File: config.mk
export PLATFORM = sky130hd
export DESIGN_NAME = brent_kung_flat
export DESIGN_NICKNAME = d
export VERILOG_FILES = /design/src/rtl/brent_kung_pkg.sv /design/src/rtl/brent_kung_if.sv /design/src/rtl/brent_kung_prefix_cell.sv /design/src/rtl/brent_kung.sv /design/src/flat_wrapper.sv
export SDC_FILE = /design/constraint.sdc
export NUM_CORES = 1
export LEC_CHECK = 0
export CORE_MARGIN = 1
export CORE_UTILIZATION = 35
export DETAILED_ROUTE_END_ITERATION = 10
export PLACE_DENSITY = 0.9
export REMOVE_ABC_BUFFERS = 1
export SLEW_MARGIN = 10
export SYNTH_ARGS = -nofsm -noshare
export SYNTH_HDL_FRONTEND = slang
export SYNTH_SLANG_ARGS = --single-unit
export TNS_END_PERCENT = 30
File: constraint.sdc
create_clock -name vclk -period 3.45
set_input_delay 0.69 -clock vclk [all_inputs]
set_output_delay 0.69 -clock vclk [all_outputs]
set_load 0.01 [all_outputs]
File: src/rtl/brent_kung_pkg.sv
// rtl/brent_kung_pkg.sv - shared constants and tree-depth helpers for the Brent-Kung adder
package brent_kung_pkg;

    localparam int BK_DEFAULT_WIDTH = 16;

    // Ceiling log2, used to size the up-sweep tree.
    function automatic int clog2(input int n);
        int r;
        r = 0;
        while ((1 << r) < n) begin
            r = r + 1;
        end
        return r;
    endfunction

    // Total prefix levels: log2(W) up-sweep plus log2(W)-1 down-sweep.
    function automatic int bk_levels(input int width);
        return 2 * clog2(width) - 1;
    endfunction

endpackage

File: src/rtl/brent_kung_if.sv
// rtl/brent_kung_if.sv - operand/result bundle for the Brent-Kung adder
interface brent_kung_if
    import brent_kung_pkg::*;
#(
    parameter int WIDTH = BK_DEFAULT_WIDTH
);
    logic [WIDTH-1:0] A;
    logic [WIDTH-1:0] B;
    logic             Cin;
    logic [WIDTH-1:0] S;
    logic             Cout;

    modport master (output A, output B, output Cin, input S, input Cout);
    modport slave  (input A, input B, input Cin, output S, output Cout);

endinterface

File: src/rtl/brent_kung_prefix_cell.sv
// rtl/brent_kung_prefix_cell.sv - (G,P) prefix operator, high combined over low
module bk_prefix_cell (
    input  logic i_gh,
    input  logic i_ph,
    input  logic i_gl,
    input  logic i_pl,
    output logic o_g,
    output logic o_p
);

    // Black cell; a gray cell is this same cell with o_p ignored downstream.
    assign o_g = i_gh | (i_ph & i_gl);
    assign o_p = i_ph & i_pl;

endmodule

File: src/rtl/brent_kung.sv
// rtl/brent_kung.sv - Brent-Kung parallel-prefix adder with optional output register
module brent_kung
    import brent_kung_pkg::*;
#(
    parameter int WIDTH        = BK_DEFAULT_WIDTH,
    parameter bit REGISTER_OUT = 1'b0
) (
    input  logic        clk,
    input  logic        rst,
    brent_kung_if.slave bus
);

    localparam int LOG_W = clog2(WIDTH);
    localparam int N_LEV = bk_levels(WIDTH);

    logic [WIDTH-1:0] w_g0;
    logic [WIDTH-1:0] w_p0;
    logic [WIDTH:0]   w_c;
    logic [WIDTH-1:0] w_sum;
    logic             w_cout;
    logic             w_unused_p;

    // Bit generate/propagate; Cin is folded into bit 0 so every G[i:0] is a true carry.
    for (genvar i = 0; i < WIDTH; i++) begin : g_bit0
        assign w_p0[i] = bus.A[i] ^ bus.B[i];
        if (i == 0) begin : g_fold
            assign w_g0[i] = (bus.A[i] & bus.B[i]) | ((bus.A[i] ^ bus.B[i]) & bus.Cin);
        end else begin : g_plain
            assign w_g0[i] = bus.A[i] & bus.B[i];
        end
    end

    // Levels 1..LOG_W are the up-sweep, the rest the down-sweep. Each level owns
    // its own vectors so no signal feeds back into itself.
    for (genvar l = 1; l <= N_LEV; l++) begin : g_lev
        localparam bit UP = (l <= LOG_W);
        localparam int K  = UP ? l : (2 * LOG_W - l);

        logic [WIDTH-1:0] w_gin;
        logic [WIDTH-1:0] w_pin;
        logic [WIDTH-1:0] w_gout;
        logic [WIDTH-1:0] w_pout;

        if (l == 1) begin : g_first
            assign w_gin = w_g0;
            assign w_pin = w_p0;
        end else begin : g_next
            assign w_gin = g_lev[l-1].w_gout;
            assign w_pin = g_lev[l-1].w_pout;
        end

        for (genvar i = 0; i < WIDTH; i++) begin : g_node
            // Up-sweep: nodes at 2^K-1 mod 2^K. Down-sweep: nodes halfway
            // between completed prefixes, above the first full block.
            localparam bit IS_CELL = UP ?
                (((i + 1) % (1 << K)) == 0) :
                ((((i + 1) % (1 << K)) == (1 << (K - 1))) && (i >= (1 << K)));

            if (IS_CELL) begin : g_cell
                bk_prefix_cell u_cell (
                    .i_gh (w_gin[i]),
                    .i_ph (w_pin[i]),
                    .i_gl (w_gin[i - (1 << (K - 1))]),
                    .i_pl (w_pin[i - (1 << (K - 1))]),
                    .o_g  (w_gout[i]),
                    .o_p  (w_pout[i])
                );
            end else begin : g_pass
                assign w_gout[i] = w_gin[i];
                assign w_pout[i] = w_pin[i];
            end
        end
    end

    // After the last level every node holds G[i:0], i.e. the carry into bit i+1.
    assign w_c[0]       = bus.Cin;
    assign w_c[WIDTH:1] = g_lev[N_LEV].w_gout;
    assign w_sum        = w_p0 ^ w_c[WIDTH-1:0];
    assign w_cout       = w_c[WIDTH];

    // Group propagates of finished prefixes are never needed.
    assign w_unused_p = ^g_lev[N_LEV].w_pout;

    if (REGISTER_OUT) begin : g_reg
        logic [WIDTH-1:0] r_s;
        logic             r_cout;

        // Register the sum; reset takes priority over new data.
        always_ff @(posedge clk) begin
            if (rst) begin
                r_s    <= '0;
                r_cout <= 1'b0;
            end else begin
                r_s    <= w_sum;
                r_cout <= w_cout;
            end
        end

        assign bus.S    = r_s;
        assign bus.Cout = r_cout;
    end else begin : g_comb
        logic w_unused_clk_rst;

        assign w_unused_clk_rst = clk ^ rst;
        assign bus.S            = w_sum;
        assign bus.Cout         = w_cout;
    end

endmodule

File: src/flat_wrapper.sv
// flat-port wrapper written by rule: the top's interface ports become plain ports
module brent_kung_flat import brent_kung_pkg::*;
#(
    parameter int WIDTH        = BK_DEFAULT_WIDTH,
    parameter bit REGISTER_OUT = 1'b0
)
  (clk, rst, bus_A, bus_B, bus_Cin, bus_S, bus_Cout);
  brent_kung_if #(.WIDTH(WIDTH)) bus_i ();
  input  logic clk;
  input  logic rst;
  input wire logic [$bits(bus_i.A)-1:0] bus_A;
  input wire logic [$bits(bus_i.B)-1:0] bus_B;
  input wire logic [$bits(bus_i.Cin)-1:0] bus_Cin;
  output wire logic [$bits(bus_i.S)-1:0] bus_S;
  output wire logic [$bits(bus_i.Cout)-1:0] bus_Cout;
  assign bus_i.A = bus_A;
  assign bus_i.B = bus_B;
  assign bus_i.Cin = bus_Cin;
  assign bus_S = bus_i.S;
  assign bus_Cout = bus_i.Cout;
  brent_kung #(.WIDTH(WIDTH), .REGISTER_OUT(REGISTER_OUT)) u_core (.clk(clk), .rst(rst), .bus(bus_i));
endmodule
Yosys cells after proc, flatten, opt, wreduce, memory -nomap -nowiden

Cells that the tools add are included.

Shift-type cells: 0
Reductions and logical operators: 0
Multipliers: 0
Mux-type cells: 0
Add/subtract/negate cells: 0
Magnitude comparators: 0
Bitwise logic cells: 98
Eq/ne operators: 0
Div/mod/pow operators: 0

Operators with widths:

| operator       | count |
|---|---|
| $and 1x1->1    | 54 |
| $or 1x1->1     | 27 |
| $xor 1x1->1    | 16 |
| $xor 16x16->16 | 1 |

Bits of input ports: 35
Bits in read-only memories: 0
Output and inout bits: 17
Bits in latches: 0
Memories kept: 0
Bits in registers: 0
Logic and storage cells: 98
Memory bits (writable): 0

Logic depth before layout (Yosys ltp)

Word-level depth: 16
Depth in mapped cells: 10
Gate-level depth less buffers: 10

Modules after synthesis

From an unflattened synthesis, not the netlist that was laid out.

Cells, all modules: 84
Area, all modules: 742.0 um2

Modules (own cells, without submodules):

| module         | cells an instance | area an instance (um2) | instances |
|---|---|---|---|
| bk_prefix_cell | 2                 | 15.0                   | 26 |
| brent_kung     | 32                | 351.6                  | 1 |

Worst setup path after synthesis

No wires, ideal clock.

Path type: input-to-output
Start: input port bus_Cin
End: output port bus_S[15]
Stages on the path: 10
Path slack: 0.106 ns
Buffers on the path: 0
Arrival: 2.654 ns
Path through: inv_1 > fa_1 > inv_1 > fa_1 > a211oi_2 > o211ai_2 > a41oi_2 > a21oi_1 > fa_1 > xor2_1

Word-level cells in the longest chain between the ends: 15

RTL lines:

| what           | RTL line                     | source |
|---|---|---|
| from (decl)    | flat_wrapper.sv:13           | `input wire logic [$bits(bus_i.Cin)-1:0] bus_Cin;` |
| $and 1x1->1    | brent_kung.sv:27             | `assign w_g0[i] = (bus.A[i] & bus.B[i]) \| ((bus.A[i] ^ bus.B[i]) & bus.Cin);` |
| $or 1x1->1     | brent_kung.sv:27             |  |
| $and 1x1->1    | brent_kung_prefix_cell.sv:12 | `assign o_g = i_gh \| (i_ph & i_gl);` |
| $or 1x1->1     | brent_kung_prefix_cell.sv:12 |  |
| $and 1x1->1    | brent_kung_prefix_cell.sv:12 |  |
| $or 1x1->1     | brent_kung_prefix_cell.sv:12 |  |
| $and 1x1->1    | brent_kung_prefix_cell.sv:12 |  |
| $or 1x1->1     | brent_kung_prefix_cell.sv:12 |  |
| $and 1x1->1    | brent_kung_prefix_cell.sv:12 |  |
| $or 1x1->1     | brent_kung_prefix_cell.sv:12 |  |
| $and 1x1->1    | brent_kung_prefix_cell.sv:12 |  |
| $or 1x1->1     | brent_kung_prefix_cell.sv:12 |  |
| $and 1x1->1    | brent_kung_prefix_cell.sv:12 |  |
| $or 1x1->1     | brent_kung_prefix_cell.sv:12 |  |
| $xor 16x16->16 | brent_kung.sv:78             | `assign w_sum = w_p0 ^ w_c[WIDTH-1:0];` |
| to (decl)      | flat_wrapper.sv:14           | `output wire logic [$bits(bus_i.S)-1:0] bus_S;` |

No other way between the ends.

Worst setup path in the final report

Start: input port bus_B[7]
End: output port bus_S[13]

Word-level cells in the longest chain between the ends: 10
Elaborated cells on any way between the ends: 15
Classes of those cells: bitwise (15)

RTL lines:

| what                                      | RTL line                                                   | source |
|---|---|---|
| from (decl)                               | flat_wrapper.sv:12                                         | `input wire logic [$bits(bus_i.B)-1:0] bus_B;` |
| $xor 1x1->1                               | brent_kung.sv:25                                           | `assign w_p0[i] = bus.A[i] ^ bus.B[i];` |
| $and 1x1->1, on equally long branches     | brent_kung_prefix_cell.sv:12, brent_kung_prefix_cell.sv:13 |  |
| $or 1x1->1, or another cell as far along  | brent_kung_prefix_cell.sv:12                               |  |
| $or 1x1->1 or $and 1x1->1 (tied branches) | brent_kung_prefix_cell.sv:12                               |  |
| $or 1x1->1 *                              | brent_kung_prefix_cell.sv:12                               |  |
| $and 1x1->1 *                             | brent_kung_prefix_cell.sv:12                               |  |
| $or 1x1->1 *                              | brent_kung_prefix_cell.sv:12                               |  |
| $and 1x1->1 *                             | brent_kung_prefix_cell.sv:12                               |  |
| $or 1x1->1 *                              | brent_kung_prefix_cell.sv:12                               |  |
| $xor 16x16->16 *                          | brent_kung.sv:78                                           |  |

Every way passes the cells marked *; elsewhere a longest branch is shown, timed or not.

==> reports/metrics.csv <==
metric;value;unit
fillers;109;
vias;818;
antenna_left;0;
startpoint;bus_B[7];
viasPerCell;4.81;
slowest_stage;clkdlybuf4s50_1;
core_area;1750;sq um
place_hpwl;1.74;mm
grt_max_degree;5;
wl_per_cell;12.7;um
cp-end-kind;primary output;
worstSetupPathType;input port to primary output;
drt_first_pass_iters;5;
p_switching;0.124;mW
initial_core_util;37.8;%
port_buffers;50;
layout-drive-gt1-share;42.8;%
required;2.76;ns
synthesis.area;659;sq um
hold_viol;0;
dieArea;2060;sq um
seq_cells;0;
switching_share;42.3;%
drv_cap;0;
grt_pass1_vias;869;
drt_iter0_drc;5;
dpl-instance-area;1330;sq um
rsz0062_at_grt;yes;
drc_errors;0;
peakVddDrop;116;uV
syn2layout_area_growth;118;%
p_total;0.292;mW
synth_area_leaders;fa_1 27%, ha_1 27%, inv_1 7.4%;
relSlewSlack;82.1;%
synth_top_area_cell;fa_1;
worstPathMaxFanout;3;
setup_ws;-0.0579;ns
die_y;45.4;um
finalSetupTns;-0.235;ns
fin_area;1440;sq um
die_w;45.4;um
yosysMostFrequentCell;ha_1;
start_kind;input port;
clkPwrFrac;0;%
fin_crit;3.51;ns
p_per_area;203;nW/um^2
dp_worst_setup_slack;-0.887;ns
worst_pin_slew;0.267;ns
yosysWarnings;0;
hold_class;input port to primary output;
final_util;82.5;%
ys_top_cells_by_count;14 x ha_1, 13 x inv_1, 9 x fa_1;
violations;negative setup slack;
diodes;0;
rows;15;
cts_hold_buf;0;
post-route-period-util;102;%
io_pins;52;
grt_pass1_wl;3.32;mm
final_cells;170;
avgSynthCellArea;9.16;sq um
globalRouteOverflowTotal;0;
seqCellArea;0;sq um
fmax;0.285;GHz
layout.nets;205;
dp_cells;165;
whs;2.11;ns
critPathMaxStageDelay;0.40;ns
outcome;finished with violations;
routed_wirelength;2.16;mm
internal_power;0.169;mW
endpoint;bus_S[13];
cp_cell_sequence;clkdlybuf4s50_1 -> ha_1 -> a21oi_2 -> o211ai_2 -> a41oi_2 -> buf_4 -> inv_2 -> fa_2 -> xor2_1 -> buf_2;
pwr-share-seq;0;%
syn_inst;72;
synth_top_area_share;27.3;%
clkbuf_count;0;
maxSlewViolCount;0;
setup_viol;5;
leakagePower;0.701;nW
grt_usage;20.9;%
yosysSeqAreaShare;0;%
yosysUniqueCellTypes;20;
antenna_found_initial;0;
routabilityCongestion;0.749;
p_comb_share;100.0;%
arrival;2.82;ns
-- critical path: cells and delay by family --
family | cells | cell delay, ns
xor+xnor | 1 | 0.14
buf+inv | 4 | 0.75
fa+ha+maj | 2 | 0.69
compound gates | 3 | 0.54
-- power by group through the flow --
stage / sequential [mW] / clock, mW / combinational (mW)
detailed placement: 0 / 0 / 0.276
global route: 0 / 0 / 0.320
finish: 0 / 0 / 0.292
floorplan: 0 / 0 / 0.117
CTS: 0 / 0 / 0.273
global placement: 0 / 0 / 0.266
-- worst min-delay path by stage --
| stage | startpoint | endpoint | slack, ns | cells after the start |
|---|---|---|---|---|
| 3_5_place_dp | bus_A[0] | bus_S[0] | 2.51 | 5 |
| 2_1_floorplan | bus_A[10] | bus_S[10] | 1.57 | 1 |
| 4_1_cts | bus_A[14] | bus_S[14] | 2.21 | 3 |
| 5_1_grt | bus_A[5] | bus_S[5] | 2.13 | 5 |
| 3_3_place_gp | bus_A[0] | bus_S[0] | 2.49 | 5 |
| 6_report | bus_A[5] | bus_S[5] | 2.11 | 5 |
-- placed cells by master, fill, tap and decap left out, drive strengths merged, types with 4 or more instances in the layout --
cell | synthesis | layout
dlygate4sd2 | 0 | 8
fa | 9 | 9
xor2 | 5 | 5
clkdlybuf4s50 | 0 | 27
nand2 | 4 | 4
a21o | 4 | 4
ha | 14 | 14
a21oi | 6 | 6
inv | 13 | 13
buf | 0 | 34
-- cell families (layout without fill, tap and decap cells) --
| logic type | count (synthesis) | in the layout | share of synthesized area, % |
|---|---|---|---|
| buffers and inverters | 13 | 86 | 7.40 |
| XOR/XNOR | 7 | 7 | 9.30 |
| AO/OA/AOI/OAI | 20 | 20 | 23.7 |
| adder cells (fa/ha/maj) | 23 | 23 | 53.9 |
| AND/OR/NAND/NOR | 9 | 9 | 5.69 |
-- per-layer routing --
layer  track usage [%]  share of wire, %
met3              1.98               7.6
met5                 0                 0
met1              21.6                34
met2              45.1                58
met4              1.21               1.2
-- timing repair --
| item | in CTS | in global routing |
|---|---|---|
| pin swaps | 12 | 6 |
| resized for setup | 74 | 14 |
| setup endpoints to repair | 15 | 12 |
| buffers inserted | 4 | 1 |
-- area by class of cell --
cell class / instances / area (sq um) / area share, %
inverters: 13 / 53.8 / 3.74
multi-input cells: 59 / 701 / 48.7
well taps: 25 / 31.3 / 2.17
repair buffers: 73 / 654 / 45.4
(Power assumes the default switching activity.)
==> edit (same settings) <==
Change the package constant `BK_DEFAULT_WIDTH` from 16 to 32.
--- a/src/rtl/brent_kung_pkg.sv
+++ b/src/rtl/brent_kung_pkg.sv
@@ -1,7 +1,7 @@
 // rtl/brent_kung_pkg.sv - shared constants and tree-depth helpers for the Brent-Kung adder
 package brent_kung_pkg;
 
-    localparam int BK_DEFAULT_WIDTH = 16;
+    localparam int BK_DEFAULT_WIDTH = 32;
 
     // Ceiling log2, used to size the up-sweep tree.
     function automatic int clog2(input int n);
Ports: changed (resized bus_A, bus_B and bus_S); port bits go from 52 to 100. The function was not compared with the original's and may differ.
==> edit against the unedited design <==
Setup slack lost 730 ps; via count grew 130%; critical path depth grew 4; final area grew 120%; maximum frequency shrank 17%; the flow still finishes with violations (setup timing); area after synthesis grew 100%; routed wire length grew to 2.8 times the old value; highest routed layer unchanged; total power grew 120%; sequential share of layout area is the same; global-route usage grew 2.3 points.
==> edit: results (changes against the unedited design) <==
Status
  • Status: finished, violations left
  • Violated checks: setup timing

Global route
  • First-pass GRT wire length: 7690 um (+130%)
  • Grt met3 use: 0.0250 (+0.00516)

Critical path
  • Crit path largest cell delay: 360 ps (-40 ps)
  • CP Max Fanout: 2 (-1)
  • Crit path arrival time: 3550 ps (+730 ps)
  • Worst setup path endpoint: bus_S[23]
  • Crit path max-delay cell type: a221o_1

Timing
  • # setup viols final: 27 (+22)
  • Least-Margin Pin Slew: 443 ps (+176 ps)
  • Final WS setup: -786 ps (-728 ps)

Drt
  • Drt first pass iters: 4 (-1)
  • Met1 WL: 2240 um (+210%)
  • Met3 wire length: 274 um (+67%)

Finish
  • Fraction of area in multi-input gates: 0.505 (+0.0187)
  • # fillers: 173 (+59%)
  • Layout area overhead: 131%
  • Inverter count: 26 (+13)
  • Layout cell share with drive strength beyond 1: 0.455 (+0.0270)
  • Signal buffers: 152 (+110%)

Synthesis
  • Synth top area share: 0.279 (+0.00582)
  • Synth area leaders: ha_1 28%, fa_1 25%, inv_1 7.3%
  • Compound-Gate Fraction of Synth Area: 0.195 (-0.0418)
  • Avg Inst Size Synth: 8.62 um^2 (-5.9%)

Pwr
  • Leakage: 1.57 nW (+120%)
  • Maximum VDD drop: 0.108 mV (-6.9%)

Place
  • Gp weighted congestion: 0.802 (+7.1%)
[edit: worst min path at each step]
stage                            to  depth (start not counted)
final                     bus_S[14]                          3
after global routing      bus_S[14]                          3
after CTS                  bus_S[4]                          3
after detailed placement   bus_S[0]                          5
after global placement     bus_S[0]                          5
after floorplan           bus_S[14]                          1
[edit: power by group]
group | total (W) | switching, W | internal, W
clock | 0 | 0 | 0
sequential | 0 | 0 | 0
combinational | 0.000641 | 0.000282 | 0.000359
total | 0.000641 | 0.000282 | 0.000359
[edit: cells by family after synthesis]
family | count (synthesis)
AND/OR/NAND/NOR | 28
adder cells (fa/ha/maj) | 47
AO/OA/AOI/OAI | 40
buffers and inverters | 26
XOR/XNOR | 15
[edit: worst max-delay path, delay by kind of cell]
kind / cells / cell delay (ps)
AOI/OAI and AO/OA: 4 / 1020
adders and majority gates: 3 / 890
buffers and inverters: 4 / 310
xor gates and xnor gates: 1 / 160
and+or+nand+nor: 2 / 480
